===== config.mk =====
export PLATFORM = sky130hd
export DESIGN_NAME = i2s_tx_serializer
export DESIGN_NICKNAME = d
export VERILOG_FILES = /design/src/rtl/i2s_tx_serializer.sv
export SDC_FILE = /design/constraint.sdc
export NUM_CORES = 1
export LEC_CHECK = 0
export CORE_ASPECT_RATIO = 1.2
export CORE_MARGIN = 2
export CORE_UTILIZATION = 30
export CTS_CLUSTER_SIZE = 16
export DETAILED_ROUTE_END_ITERATION = 10
export GPL_TIMING_DRIVEN = 1
export HOLD_SLACK_MARGIN = 0.05
export SYNTH_ARGS = -nofsm -noshare
export SYNTH_HDL_FRONTEND = slang
export SYNTH_SLANG_ARGS = --single-unit

===== constraint.sdc =====
create_clock -name clk -period 4.78 [get_ports clk]
set_clock_uncertainty 0.05 [all_clocks]
set_input_delay 1.434 -clock clk [delete_from_list [all_inputs] [get_ports clk]]
set_output_delay 1.434 -clock clk [all_outputs]
set_load 0.01 [all_outputs]

===== src/rtl/i2s_tx_serializer.sv =====
// Stereo sample handshake in, Philips I2S (BCLK/LRCLK/SDATA) out toward the DAC.
// Bit and word clocks are divided from clk; a one-entry hold buffer feeds a per-frame shadow.
module i2s_tx_serializer #(
    parameter int DATA_W   = 24,
    parameter int SLOT_W   = 32,
    parameter int BCLK_DIV = 8
) (
    input  logic              clk,
    input  logic              rst,
    input  logic              enable,
    input  logic              in_valid,
    output logic              in_ready,
    input  logic [DATA_W-1:0] in_l,
    input  logic [DATA_W-1:0] in_r,
    output logic              i2s_bclk,
    output logic              i2s_lrclk,
    output logic              i2s_sdata,
    output logic              frame_start,
    output logic              underrun,
    input  logic              clear_status,
    output logic              active
);
    localparam int CNT_W = $clog2(2 * SLOT_W);
    localparam int DIV_W = (BCLK_DIV > 1) ? $clog2(BCLK_DIV) : 1;
    localparam int IDX_W = $clog2(DATA_W);
    localparam logic [CNT_W-1:0] LAST_BIT = CNT_W'(2 * SLOT_W - 1);
    localparam logic [CNT_W-1:0] RIGHT_SLOT = CNT_W'(SLOT_W);
    localparam logic [DIV_W-1:0] DIV_LAST = DIV_W'(BCLK_DIV - 1);
    localparam logic [0:0] ST_IDLE = 1'b0;
    localparam logic [0:0] ST_RUN  = 1'b1;

    // Serial bit for slot position b; each channel starts one BCLK after its LRCLK edge.
    function automatic logic slot_bit(input logic [CNT_W-1:0] b,
                                      input logic [DATA_W-1:0] l,
                                      input logic [DATA_W-1:0] r);
        int unsigned bi;
        logic [IDX_W-1:0] idx;
        logic res;
        bi  = 32'(b);
        idx = {IDX_W{1'b0}};
        if ((bi >= 32'd1) && (bi <= DATA_W)) begin
            idx = IDX_W'(DATA_W - bi);
            res = l[idx];
        end else if ((bi >= SLOT_W + 1) && (bi <= SLOT_W + DATA_W)) begin
            idx = IDX_W'(SLOT_W + DATA_W - bi);
            res = r[idx];
        end else begin
            res = 1'b0;
        end
        return res;
    endfunction

    logic [0:0]        state_r, state_n;
    logic [DIV_W-1:0]  div_cnt_r, div_cnt_n;
    logic [CNT_W-1:0]  bit_cnt_r, bit_cnt_n;
    logic [CNT_W-1:0]  bit_inc_s;
    logic              bclk_r, bclk_n;
    logic              lrclk_r, lrclk_n;
    logic              sdata_r, sdata_n;
    logic              frame_start_r, frame_start_n;
    logic              underrun_r, underrun_n;
    logic              active_r, active_n;
    logic              alive_r;
    logic              hold_full_r, hold_full_n;
    logic [DATA_W-1:0] hold_left_r, hold_left_n;
    logic [DATA_W-1:0] hold_right_r, hold_right_n;
    logic [DATA_W-1:0] shadow_left_r, shadow_left_n;
    logic [DATA_W-1:0] shadow_right_r, shadow_right_n;
    logic              load_now_s;
    logic              accept_s;
    logic              underrun_set_s;

    // The shadow is refilled in the frame_start cycle, well before bit 1 is shifted out.
    assign load_now_s     = enable & frame_start_r;
    assign in_ready       = enable & alive_r & (~hold_full_r | load_now_s);
    assign accept_s       = in_valid & in_ready;
    assign underrun_set_s = load_now_s & ~hold_full_r;
    assign bit_inc_s      = (bit_cnt_r == LAST_BIT) ? {CNT_W{1'b0}} : (bit_cnt_r + CNT_W'(1));

    assign i2s_bclk    = bclk_r;
    assign i2s_lrclk   = lrclk_r;
    assign i2s_sdata   = sdata_r;
    assign frame_start = frame_start_r;
    assign underrun    = underrun_r;
    assign active      = active_r;

    // Next state of the frame sequencer, bit-clock divider and serial outputs
    always_comb begin
        state_n       = state_r;
        div_cnt_n     = div_cnt_r;
        bit_cnt_n     = bit_cnt_r;
        bclk_n        = bclk_r;
        lrclk_n       = lrclk_r;
        sdata_n       = sdata_r;
        frame_start_n = 1'b0;
        if (!enable) begin
            state_n   = ST_IDLE;
            div_cnt_n = {DIV_W{1'b0}};
            bit_cnt_n = {CNT_W{1'b0}};
            bclk_n    = 1'b0;
            lrclk_n   = 1'b0;
            sdata_n   = 1'b0;
        end else begin
            case (state_r)
                ST_IDLE: begin
                    div_cnt_n = {DIV_W{1'b0}};
                    bit_cnt_n = {CNT_W{1'b0}};
                    bclk_n    = 1'b0;
                    lrclk_n   = 1'b0;
                    sdata_n   = 1'b0;
                    if (hold_full_r) begin
                        state_n       = ST_RUN;
                        frame_start_n = 1'b1;
                    end else begin
                        state_n = ST_IDLE;
                    end
                end
                ST_RUN: begin
                    if (div_cnt_r == DIV_LAST) begin
                        div_cnt_n = {DIV_W{1'b0}};
                        bclk_n    = ~bclk_r;
                        // Data and word select only move with the falling bit-clock edge.
                        if (bclk_r) begin
                            bit_cnt_n     = bit_inc_s;
                            lrclk_n       = (bit_inc_s >= RIGHT_SLOT);
                            sdata_n       = slot_bit(bit_inc_s, shadow_left_r, shadow_right_r);
                            frame_start_n = (bit_inc_s == {CNT_W{1'b0}});
                        end else begin
                            bit_cnt_n = bit_cnt_r;
                        end
                    end else begin
                        div_cnt_n = div_cnt_r + DIV_W'(1);
                    end
                end
                default: begin
                    state_n = ST_IDLE;
                end
            endcase
        end
        active_n = (state_n == ST_RUN);
    end

    // Next state of the holding buffer, frame shadow and sticky underrun flag
    always_comb begin
        hold_full_n    = hold_full_r;
        hold_left_n    = hold_left_r;
        hold_right_n   = hold_right_r;
        shadow_left_n  = shadow_left_r;
        shadow_right_n = shadow_right_r;
        underrun_n     = underrun_r;
        if (!enable) begin
            hold_full_n = 1'b0;
        end else if (accept_s) begin
            hold_left_n  = in_l;
            hold_right_n = in_r;
            hold_full_n  = 1'b1;
        end else if (load_now_s) begin
            hold_full_n = 1'b0;
        end else begin
            hold_full_n = hold_full_r;
        end
        if (load_now_s) begin
            if (hold_full_r) begin
                shadow_left_n  = hold_left_r;
                shadow_right_n = hold_right_r;
            end else begin
                shadow_left_n  = {DATA_W{1'b0}};
                shadow_right_n = {DATA_W{1'b0}};
            end
        end else begin
            shadow_left_n  = shadow_left_r;
            shadow_right_n = shadow_right_r;
        end
        if (underrun_set_s) begin
            underrun_n = 1'b1;
        end else if (clear_status) begin
            underrun_n = 1'b0;
        end else begin
            underrun_n = underrun_r;
        end
    end

    // State registers with asynchronous clear
    always_ff @(posedge clk or posedge rst) begin
        if (rst) begin
            state_r        <= ST_IDLE;
            div_cnt_r      <= {DIV_W{1'b0}};
            bit_cnt_r      <= {CNT_W{1'b0}};
            bclk_r         <= 1'b0;
            lrclk_r        <= 1'b0;
            sdata_r        <= 1'b0;
            frame_start_r  <= 1'b0;
            underrun_r     <= 1'b0;
            active_r       <= 1'b0;
            alive_r        <= 1'b0;
            hold_full_r    <= 1'b0;
            hold_left_r    <= {DATA_W{1'b0}};
            hold_right_r   <= {DATA_W{1'b0}};
            shadow_left_r  <= {DATA_W{1'b0}};
            shadow_right_r <= {DATA_W{1'b0}};
        end else begin
            state_r        <= state_n;
            div_cnt_r      <= div_cnt_n;
            bit_cnt_r      <= bit_cnt_n;
            bclk_r         <= bclk_n;
            lrclk_r        <= lrclk_n;
            sdata_r        <= sdata_n;
            frame_start_r  <= frame_start_n;
            underrun_r     <= underrun_n;
            active_r       <= active_n;
            alive_r        <= 1'b1;
            hold_full_r    <= hold_full_n;
            hold_left_r    <= hold_left_n;
            hold_right_r   <= hold_right_n;
            shadow_left_r  <= shadow_left_n;
            shadow_right_r <= shadow_right_n;
        end
    end

endmodule


# == After elaboration in Yosys (flattened, before gate mapping) ==
# Cells that the tools add are included.
# totals
regBits,113
latch_bits,0
ramBits,0
mem_bits_ro,0
inputBits,53
output_inout_bits,7
memories,0
# classes
addsub,4
n_mul,0
div,0
order_cmp,7
n_eq_ne,5
shifts,0
n_mux,39
bitwise_logic,9
n_reduce_logical,6
# op_table
cell,count
24-bit 2-to-1 mux,2
6-bit 2-to-1 mux,4
1-bit 2-to-1 mux,23
6-bit greater-or-equal comparator (second input constant),2
5-bit by 6-bit less-than comparator with 1-bit output (second input constant),2
6-bit case mux with 2 select lines,1
1-bit binary-select mux with 5-bit select,2
5-bit subtractor (first input constant),2
1-bit case mux with 2 select lines,4
6-bit by 1-bit adder with 6-bit output (second input constant),1
6-bit equality test (second input constant),1
6-bit by 1-bit greater-or-equal comparator with 1-bit output (second input constant),1
6-bit by 5-bit less-or-equal comparator with 1-bit output (second input constant),1
6-bit less-or-equal comparator (second input constant),1
6-bit logical NOT,1
3-bit 2-to-1 mux,2
3-bit case mux with 2 select lines,1
1-bit bitwise AND,5
2-bit AND reduction,2
3-bit by 1-bit adder with 3-bit output (second input constant),1
3-bit equality test (second input constant),1
3-bit by 1-bit != test with 1-bit output (second input constant),1
3-bit by 2-bit != test with 1-bit output (second input constant),1
3-bit != test (second input constant),1
other kinds (4),7

# == Longest topological paths before layout ==
# Gate-level depths: netlist (run 1).
# logic_depth
word_depth,11
mapped_depth,12
mapped_depth_nobuf,9

# == Worst setup path after synthesis (run 1) ==
# OpenSTA, ideal clock, no wires.
# synth_timing
kind,in2out
startpoint,in enable
endpoint,out in_ready
arrival_ns,1.860
required_ns,3.296
slack_ns,1.436
stages,2
n_path_buf,1
cell_sequence,clkbuf_1 > and3_1
# synth_between
elab_chain_cells,3
# synth_rtl
element,line,rtl
start: declaration,10,"input logic enable,"
1-bit bitwise AND,74,assign load_now_s = enable & frame_start_r;
1-bit OR,75,assign in_ready = enable & alive_r & (~hold_full_r | load_now_s);
1-bit bitwise AND (*),75,
end: declaration,12,"output logic in_ready,"
# Mark *: on every way between the ends. The rest lies on a longest branch, timed or not.

# == Worst setup path after layout (run 1) ==
# Same ends and word-level chain as after synthesis.

==> results.cfg, run 1 <==
[detailed_routing]
viasPerCell = 4.68
final_antenna_net_count = 0
drc = 0
drt_wl_total_um = 10700
drtIter0Drc = 101
drtPass1Iterations = 4
via_count = 3573
avgRoutedWirePerCell_um = 14.0

[layout]
antenna_cells = 0
area_growth_pct = 26.3
fin_nets = 593
regArea_mm2 = 0.00283
fillers = 1623
drive_above_1_share_pct = 18.8
multiInputGateArea_mm2 = 0.00220

[pwr]
leakage_nw = 2.75
finalPower_w = 0.00284
pwr_density_cell_mw_per_mm2 = 430
pwr-share-comb_pct = 10.2
switching_share_pct = 22.0
power.internal_w = 0.00222
ir_drop_mv = 0.196
netSwitchingPower_w = 0.000624
p_clk_share_pct = 47.5
power_frac_seq_pct = 42.3

[floorplanning]
die_area_mm2 = 0.0185
die_w_um = 125
initial_core_util_pct = 30.8
num_rows = 52
die_y_um = 149
coreArea_mm2 = 0.0170
boundaryPins = 60

[sta]
rsz0062_at_grt = false
period_share_pct = 88.2
slew_violations = 0
slew_headroom_pct = 23.8
setup_viol = 0
worstMarginPinSlew_ns = 1.14
fmax_mhz = 237
min_period_ns = 4.21
hold_viol_final = 0
tns_ns = 0

[cts]
holdBufCountCts = 0
path_clk_slew_ns = 0.05
cts.sinks = 113
cts_max_level = 4
postCtsResizedCells = 0
post_cts_buffers = 0
cts_tree = built
clk_latency_ns = 0.41
cts-buffers-inserted = 17
cts_root_buf = clkbuf_16
clk_path_buf_depth = 2

[setup_path]
worstRegToRegCells = 8
crit_chain = clkdlybuf4s50_1 > and3_1 > clkdlybuf4s50_1
path_buf_inv = 2
crit_path_top_delay_cell = clkdlybuf4s50_1
crit_arrival_ns = 2.73
crit_type = in -> out
crit_required_ns = 3.30
r2r_setup_slack_ns = 1.42
worst_path_most_repeated_cell = clkdlybuf4s50_1
cp-end-kind = output pin
slowest_delay_ns = 0.56
critPathTopFamily = buffers and inverters
start_kind = input port
r2r_end = i2s_sdata$_DFFE_PP0P_
regToRegStartpoint = bit_cnt_r[0]$_DFFE_PP0P_
cp_max_fo = 2

[synthesis]
synth_top_area_cell = dfrtp_1
ys.warnings.count = 0
synthDistinctLibCells = 57
synth.avg_cell_area_um2 = 10.7
async_reset_ff_share_pct = 100
ys_ff_latch = 113
synth_cells = 487
synth_nets = 544
ys_seq_area_share_pct = 54.1
yosysMostFrequentCell = nand2_1
synth_common_cells = 119 x nand2_1, 113 x dfrtp_1, 52 x o21ai_0, 48 x mux2_2, 21 x clkbuf_1
synth_edf_count = 0
synth_area_mm2 = 0.00523
synthFlopType = dfrtp_1
synth_top_area_share_pct = 54.1
synth.area.top_cells = dfrtp_1 54%, mux2_2 10%, nand2_1 8.5%, o21ai_0 5.0%, mux4_2 2.2%

[global_routing]
antenna_found_initial = 0
grt_pass1_wl_um = 18100
grt-ovfl-total = 0
grt_pass1_vias = 3739
grt_max_degree = 62
track_usage_pct = 12.2

[flow_run]
cap_violations = 0

[hold_path]
hp-class = reg -> reg
whs_path_depth = 1
hold_start = div_cnt_r[0]$_DFF_PP0_
min_to = div_cnt_r[0]$_DFF_PP0_

[status]
outcome = completed

[place]
hpwl_um = 7400
gp_congestion = 0.843
port_buffers = 59
## power groups by stage
stage,sequential [W],clock (W),combinational [W]
3_3_place_gp,0.00121,0,0.000289
4_1_cts,0.00120,0.00137,0.000300
6_report,0.00120,0.00135,0.000291
5_1_grt,0.00122,0.00142,0.000332
2_1_floorplan,0.00119,0,0.000207
3_5_place_dp,0.00122,0,0.000299
## worst reg2reg max path: stages, from the launching register on
cell and delay, ns:
dfrtp_1 0.81, inv_2 0.17, ha_1 0.49, buf_4 0.32
mux4_2 0.54, nor2b_1 0.14, a211oi_1 0.36, a211oi_2 0.09
o31a_1 0.28
## routing by layer
layer  up-vias  share of wire (%)  global-route usage, %
met4         0                2.3                   5.28
met2        57                 50                   20.9
li1       1778                  -                      -
met5         -                  0                      0
met3        19                3.5                   3.31
met1      1719                 44                   14.4
## state kept, by name, indices dropped and copies added (netlist names), 3 cells and up
signal,cells
bit_cnt_r,6
div_cnt_r,3
hold_left_r,24
hold_right_r,24
shadow_left_r,24
shadow_right_r,24
## final cells by class
class | instances | area share (%)
sequential | 113 | 42.8
clock buffer | 20 | 6.76
clock inverter | 11 | 2.82
inverter | 8 | 0.492
tap | 216 | 4.09
timing repair buffer | 65 | 9.81
multi-input combinational | 331 | 33.2
## cells in the final DEF (no fill, tap or decap), types with 3 or more instances in the layout
master | Yosys | layout
nand2_1 | 119 | 117
dfrtp_1 | 113 | 113
clkdlybuf4s50_1 | 0 | 59
o21ai_0 | 52 | 52
mux2_2 | 48 | 48
clkbuf_16 | 0 | 17
nor2_1 | 12 | 12
a21oi_1 | 9 | 9
mux2i_1 | 9 | 9
inv_1 | 7 | 6
nand2b_1 | 5 | 5
nor3_1 | 5 | 5
nor2b_1 | 5 | 5
mux4_2 | 5 | 5
bufinv_16 | 0 | 5
buf_4 | 3 | 5
ha_1 | 4 | 4
clkinv_2 | 0 | 4
and3_1 | 3 | 3
nand3_1 | 3 | 3
o21a_1 | 3 | 3
xnor2_1 | 3 | 3
## stage by stage
stage / instance area [um^2] / hold slack, ns / utilization (%) / cells / setup WS (ns)
2_1_floorplan: 5230 / 0.365 / - / 487 / 0.309
3_3_place_gp: 5980 / 0.378 / 35.2 / 733 / 0.578
3_5_place_dp: 5980 / 0.390 / 35.2 / 733 / 0.581
4_1_cts: 6610 / 0.397 / 38.9 / 764 / 0.562
5_1_grt: 6610 / 0.412 / 38.9 / 764 / 0.552
6_report: 6610 / 0.388 / 38.9 / 764 / 0.566
## how the worst max path moves through the flow
stage,from,endpoint,slack (ns),depth (start not counted)
global route,enable,in_ready,0.55,3
global placement,enable,in_ready,0.58,3
finish,enable,in_ready,0.57,3
detailed placement,enable,in_ready,0.58,3
floorplan,rst,active$_DFF_PP0_,0.31,1
CTS,enable,in_ready,0.56,3
## cell families (layout without fill, tap and decap cells)
kind of cell | count (synthesis) | after routing | synth area share (%)
compound gates | 91 | 91 | 10.7
xor+xnor | 7 | 7 | 1.67
mux | 63 | 63 | 14.7
simple gates | 165 | 165 | 13.8
fa+ha+maj | 4 | 4 | 0.957
other cells | 1 | 1 | 0.0717
buf+inv | 43 | 104 | 4.04
flops | 113 | 113 | 54.1
Power figures use the tool's default switching activity.
==> inputs of run 2 (changes only) <==
CORE_MARGIN = not set   (was 2)
==> results.cfg, run 2 (synthesis results as in run 1) <==
[setup_path]
start_kind = input port
crit_type = in -> out
cp_max_fo = 2
regToRegStartpoint = bit_cnt_r[0]$_DFFE_PP0P_
startpoint = enable
cp-end-kind = output pin
worstRegToRegCells = 8
crit_arrival_ns = 2.74
crit_required_ns = 3.30

[global_routing]
top_usage_layer = met2
antenna_found_initial = 0
grt-ovfl-total = 0
track_usage_pct = 13.1
use_met1_pct = 16.0
grt_max_degree = 98
grt_pass1_vias = 3863
grtUsageMet2_pct = 21.5
use_met3_pct = 3.55
grt_pass1_wl_um = 18300

[sta]
fin_ws_ns = 0.554
rsz0062_at_grt = false
fmax_mhz = 237
slew_violations = 0
setup_viol = 0
min_period_ns = 4.23
slew_headroom_pct = 30.7
hold_viol_final = 0
worstMarginPinSlew_ns = 1.04
tns_ns = 0
period_share_pct = 88.4

[cts]
clk_path_buf_depth = 2
cts.sinks = 113
postCtsResizedCells = 0
clk_latency_ns = 0.41
cts_root_buf = clkbuf_16
holdBufCountCts = 0
cts_tree = built
post_cts_buffers = 0
cts_max_level = 4
path_clk_slew_ns = 0.05
cts-buffers-inserted = 17

[hold_path]
hold_start = div_cnt_r[0]$_DFF_PP0_
hp-class = reg -> reg
whs_path_depth = 1

[detailed_routing]
drt_wl_total_um = 10700
avgRoutedWirePerCell_um = 14.0
drtIter0Drc = 126
drtPass1Iterations = 6
drc = 0
viasPerCell = 4.75
final_antenna_net_count = 0
via_count = 3636

[floorplanning]
die_y_um = 147
die_w_um = 123
coreArea_mm2 = 0.0170
die_area_mm2 = 0.0180
boundaryPins = 60
num_rows = 52
initial_core_util_pct = 30.8

[layout]
fillers = 1642
finalNonFillerCells = 766
fin_nets = 594
drive_above_1_share_pct = 19.1
final_common_cell = nand2_1
area_growth_pct = 25.5
antenna_cells = 0
layout_common_cells = 117 x nand2_1, 113 x dfrtp_1, 59 x clkdlybuf4s50_1
multiInputGateArea_mm2 = 0.00220
regArea_mm2 = 0.00283
design_area_mm2 = 0.00657

[pwr]
pwr_density_cell_mw_per_mm2 = 419
leakage_nw = 2.74
ir_drop_mv = 0.283

[place]
dp_slack_ns = 0.559
placed_cells = 734
gp_congestion = 0.857
port_buffers = 59
place_area_mm2 = 0.00597
hpwl_um = 7400

[status]
outcome = completed

[flow_run]
cap_violations = 0
==> run 2: changes by cell type in the layout (fill, tap and decap cells not counted), sizes merged <==
| cell | change |
|---|---|
| clkinv | +2 |
| clkbuf | +1 |
| buf | +1 |
| bufinv | -2 |
==> run 2: worst max-delay path, stage by stage <==
cell and delay [ns]:
clkdlybuf4s50_1 0.52, and3_1 0.22, clkdlybuf4s50_1 0.56
==> run 2: final cells by class <==
class | count | share of cell area, %
Clock buffer | 21 | 7.01
Clock inverter | 11 | 2.08
Inverter | 8 | 0.495
Multi-Input combinational cell | 331 | 33.5
Sequential cell | 113 | 43.1
Tap cell | 216 | 4.12
Timing Repair Buffer | 66 | 9.79
==> run 2: per-stage QoR <==
step	util (%)	hold slack [ns]	total power (W)
4_1_cts	38.7	0.392	0.00279
3_3_place_gp	35.2	0.377	0.00150
3_5_place_dp	35.2	0.385	0.00152
5_1_grt	38.7	0.422	0.00289
2_1_floorplan	-	0.365	0.00140
6_report	38.7	0.396	0.00275
==> run 2: report_power, final <==
part	switching [W]	internal, W
combinational	0.000125	0.000166
clock	0.000418	0.000840
sequential	0.0000861	0.00112
==> run 2: final timing paths <==
check	to	slack, ns
max	in_ready	0.55
min	div_cnt_r[0]$_DFF_PP0_	0.40
max reg2reg	i2s_sdata$_DFFE_PP0P_	1.36
min reg2reg	div_cnt_r[0]$_DFF_PP0_	0.40
max in group asynchronous	hold_left_r[23]$_DFFE_PP0P_	2.25
min in group asynchronous	hold_right_r[20]$_DFFE_PP0P_	1.61
==> run 2: routing by layer <==
layer | vias to the layer above | routed length (um)
li1 | 1774 | -
met1 | 1775 | 4750
met2 | 71 | 5390
met3 | 16 | 413
met4 | 0 | 168
met5 | - | 0
==> inputs of run 3 (changes only) <==
CAP_MARGIN = 40   (was not set)
CORE_MARGIN = 1.5   (was not set)
==> results.cfg, run 3 (synthesis results as in run 1) <==
[status]
outcome = completed

[sta]
setup_viol = 0
hold_viol_final = 0
period_share_pct = 88.1
worstMarginPinSlew_ns = 0.813
slew_headroom_pct = 45.8
tns_ns = 0
fin_ws_ns = 0.566
slew_violations = 0
rsz0062_at_grt = false
min_period_ns = 4.21
fmax_mhz = 237

[setup_path]
cp_max_fo = 2
crit_type = in -> out
worst_path_most_repeated_cell = clkdlybuf4s50_1
worstRegToRegCells = 11
r2r_setup_slack_ns = 1.60
crit_chain = clkdlybuf4s50_1 > and3_1 > clkdlybuf4s50_1
startpoint = enable
slowest_delay_ns = 0.56
start_kind = input port
crit_arrival_ns = 2.73
crit_path_top_delay_cell = clkdlybuf4s50_1
cp-end-kind = output pin
regToRegStartpoint = bit_cnt_r[0]$_DFFE_PP0P_
crit_required_ns = 3.30
r2r_end = i2s_sdata$_DFFE_PP0P_

[floorplanning]
die_area_mm2 = 0.0182
coreArea_mm2 = 0.0170
die_y_um = 148
boundaryPins = 60
initial_core_util_pct = 30.8
die_w_um = 124
num_rows = 52

[layout]
antenna_cells = 0
fin_nets = 595
drive_above_1_share_pct = 19.1
area_growth_pct = 26.5
final_common_cell = nand2_1
fillers = 1649
layout_common_cells = 117 x nand2_1, 113 x dfrtp_1, 59 x clkdlybuf4s50_1

[cts]
clk_latency_ns = 0.41
holdBufCountCts = 0
cts_tree = built
cts.sinks = 113
post_cts_buffers = 0
clk_path_buf_depth = 2
cts_max_level = 4
cts-buffers-inserted = 17
path_clk_slew_ns = 0.05
postCtsResizedCells = 0
cts_root_buf = clkbuf_16

[global_routing]
grt_pass1_vias = 3702
grt_pass1_wl_um = 18700
track_usage_pct = 13.3
grt-ovfl-total = 0
grt_max_degree = 98
antenna_found_initial = 0

[place]
gp_congestion = 0.762
hpwl_um = 7510
dp_slack_ns = 0.562
port_buffers = 59

[pwr]
pwr_density_cell_mw_per_mm2 = 423
leakage_nw = 2.75
finalPower_w = 0.00280
ir_drop_mv = 0.243

[hold_path]
hold_start = div_cnt_r[0]$_DFF_PP0_
min_to = div_cnt_r[0]$_DFF_PP0_
hp-class = reg -> reg
whs_path_depth = 1

[detailed_routing]
drtPass1Iterations = 4
viasPerCell = 4.75
avgRoutedWirePerCell_um = 14.2
drc = 0
drt_wl_total_um = 10900
drtIter0Drc = 115
via_count = 3637
final_antenna_net_count = 0

[flow_run]
cap_violations = 0
==> run 3: cell count changes in the layout (fill, tap and decap cells not counted) <==
cell and change:
bufinv_16 +1, buf_16 +1, buf_12 +1, clkinv_4 -1, clkinvlp_4 +2, clkinv_2 -2
buf_4 -1, clkbuf_8 -1
==> run 3: final cells by class <==
class                           count  area, um^2  share of cell area [%]
Sequential cell                   113        2830                    42.7
Multi-Input combinational cell    331        2200                    33.2
Timing Repair Buffer               67         683                    10.3
Clock buffer                       20         447                    6.75
Tap cell                          216         270                    4.08
Clock inverter                     11         163                    2.46
Inverter                            8        32.5                   0.491
==> run 3: worst max-delay path, delay by kind of cell <==
family / cells / cell delay (ns)
buffers and inverters: 2 / 1.07
and+or+nand+nor: 1 / 0.22
==> run 3: metal layers <==
| layer | track usage, % | vias to the layer above | wire length [um] |
|---|---|---|---|
| li1 | - | 1774 | - |
| met1 | 16.9 | 1777 | 4860 |
| met2 | 21.4 | 72 | 5420 |
| met3 | 3.55 | 14 | 400 |
| met4 | 5.75 | 0 | 197 |
| met5 | 0 | - | 0 |
==> run 3: where the power goes <==
group          switching, W  leakage, nW  internal (W)
Clock              0.000425        0.292      0.000877
Combinational      0.000123         1.00      0.000169
Sequential        0.0000846         1.46       0.00112
==> run 3: worst max-delay path by stage <==
stage / end / depth (start not counted)
floorplan: active$_DFF_PP0_ / 1
global placement: in_ready / 3
detailed placement: in_ready / 3
CTS: in_ready / 3
global route: in_ready / 3
finish: in_ready / 3
==> run 3: stage by stage <==
stage	hold WS (ns)	cell area, um^2	utilization [%]	std cells
after floorplan	0.365	5230	-	487
after global placement	0.381	5980	35.2	734
after detailed placement	0.393	6010	35.4	735
after CTS	0.400	6620	39.0	766
after global routing	0.430	6620	39.0	766
final	0.396	6620	39.0	766
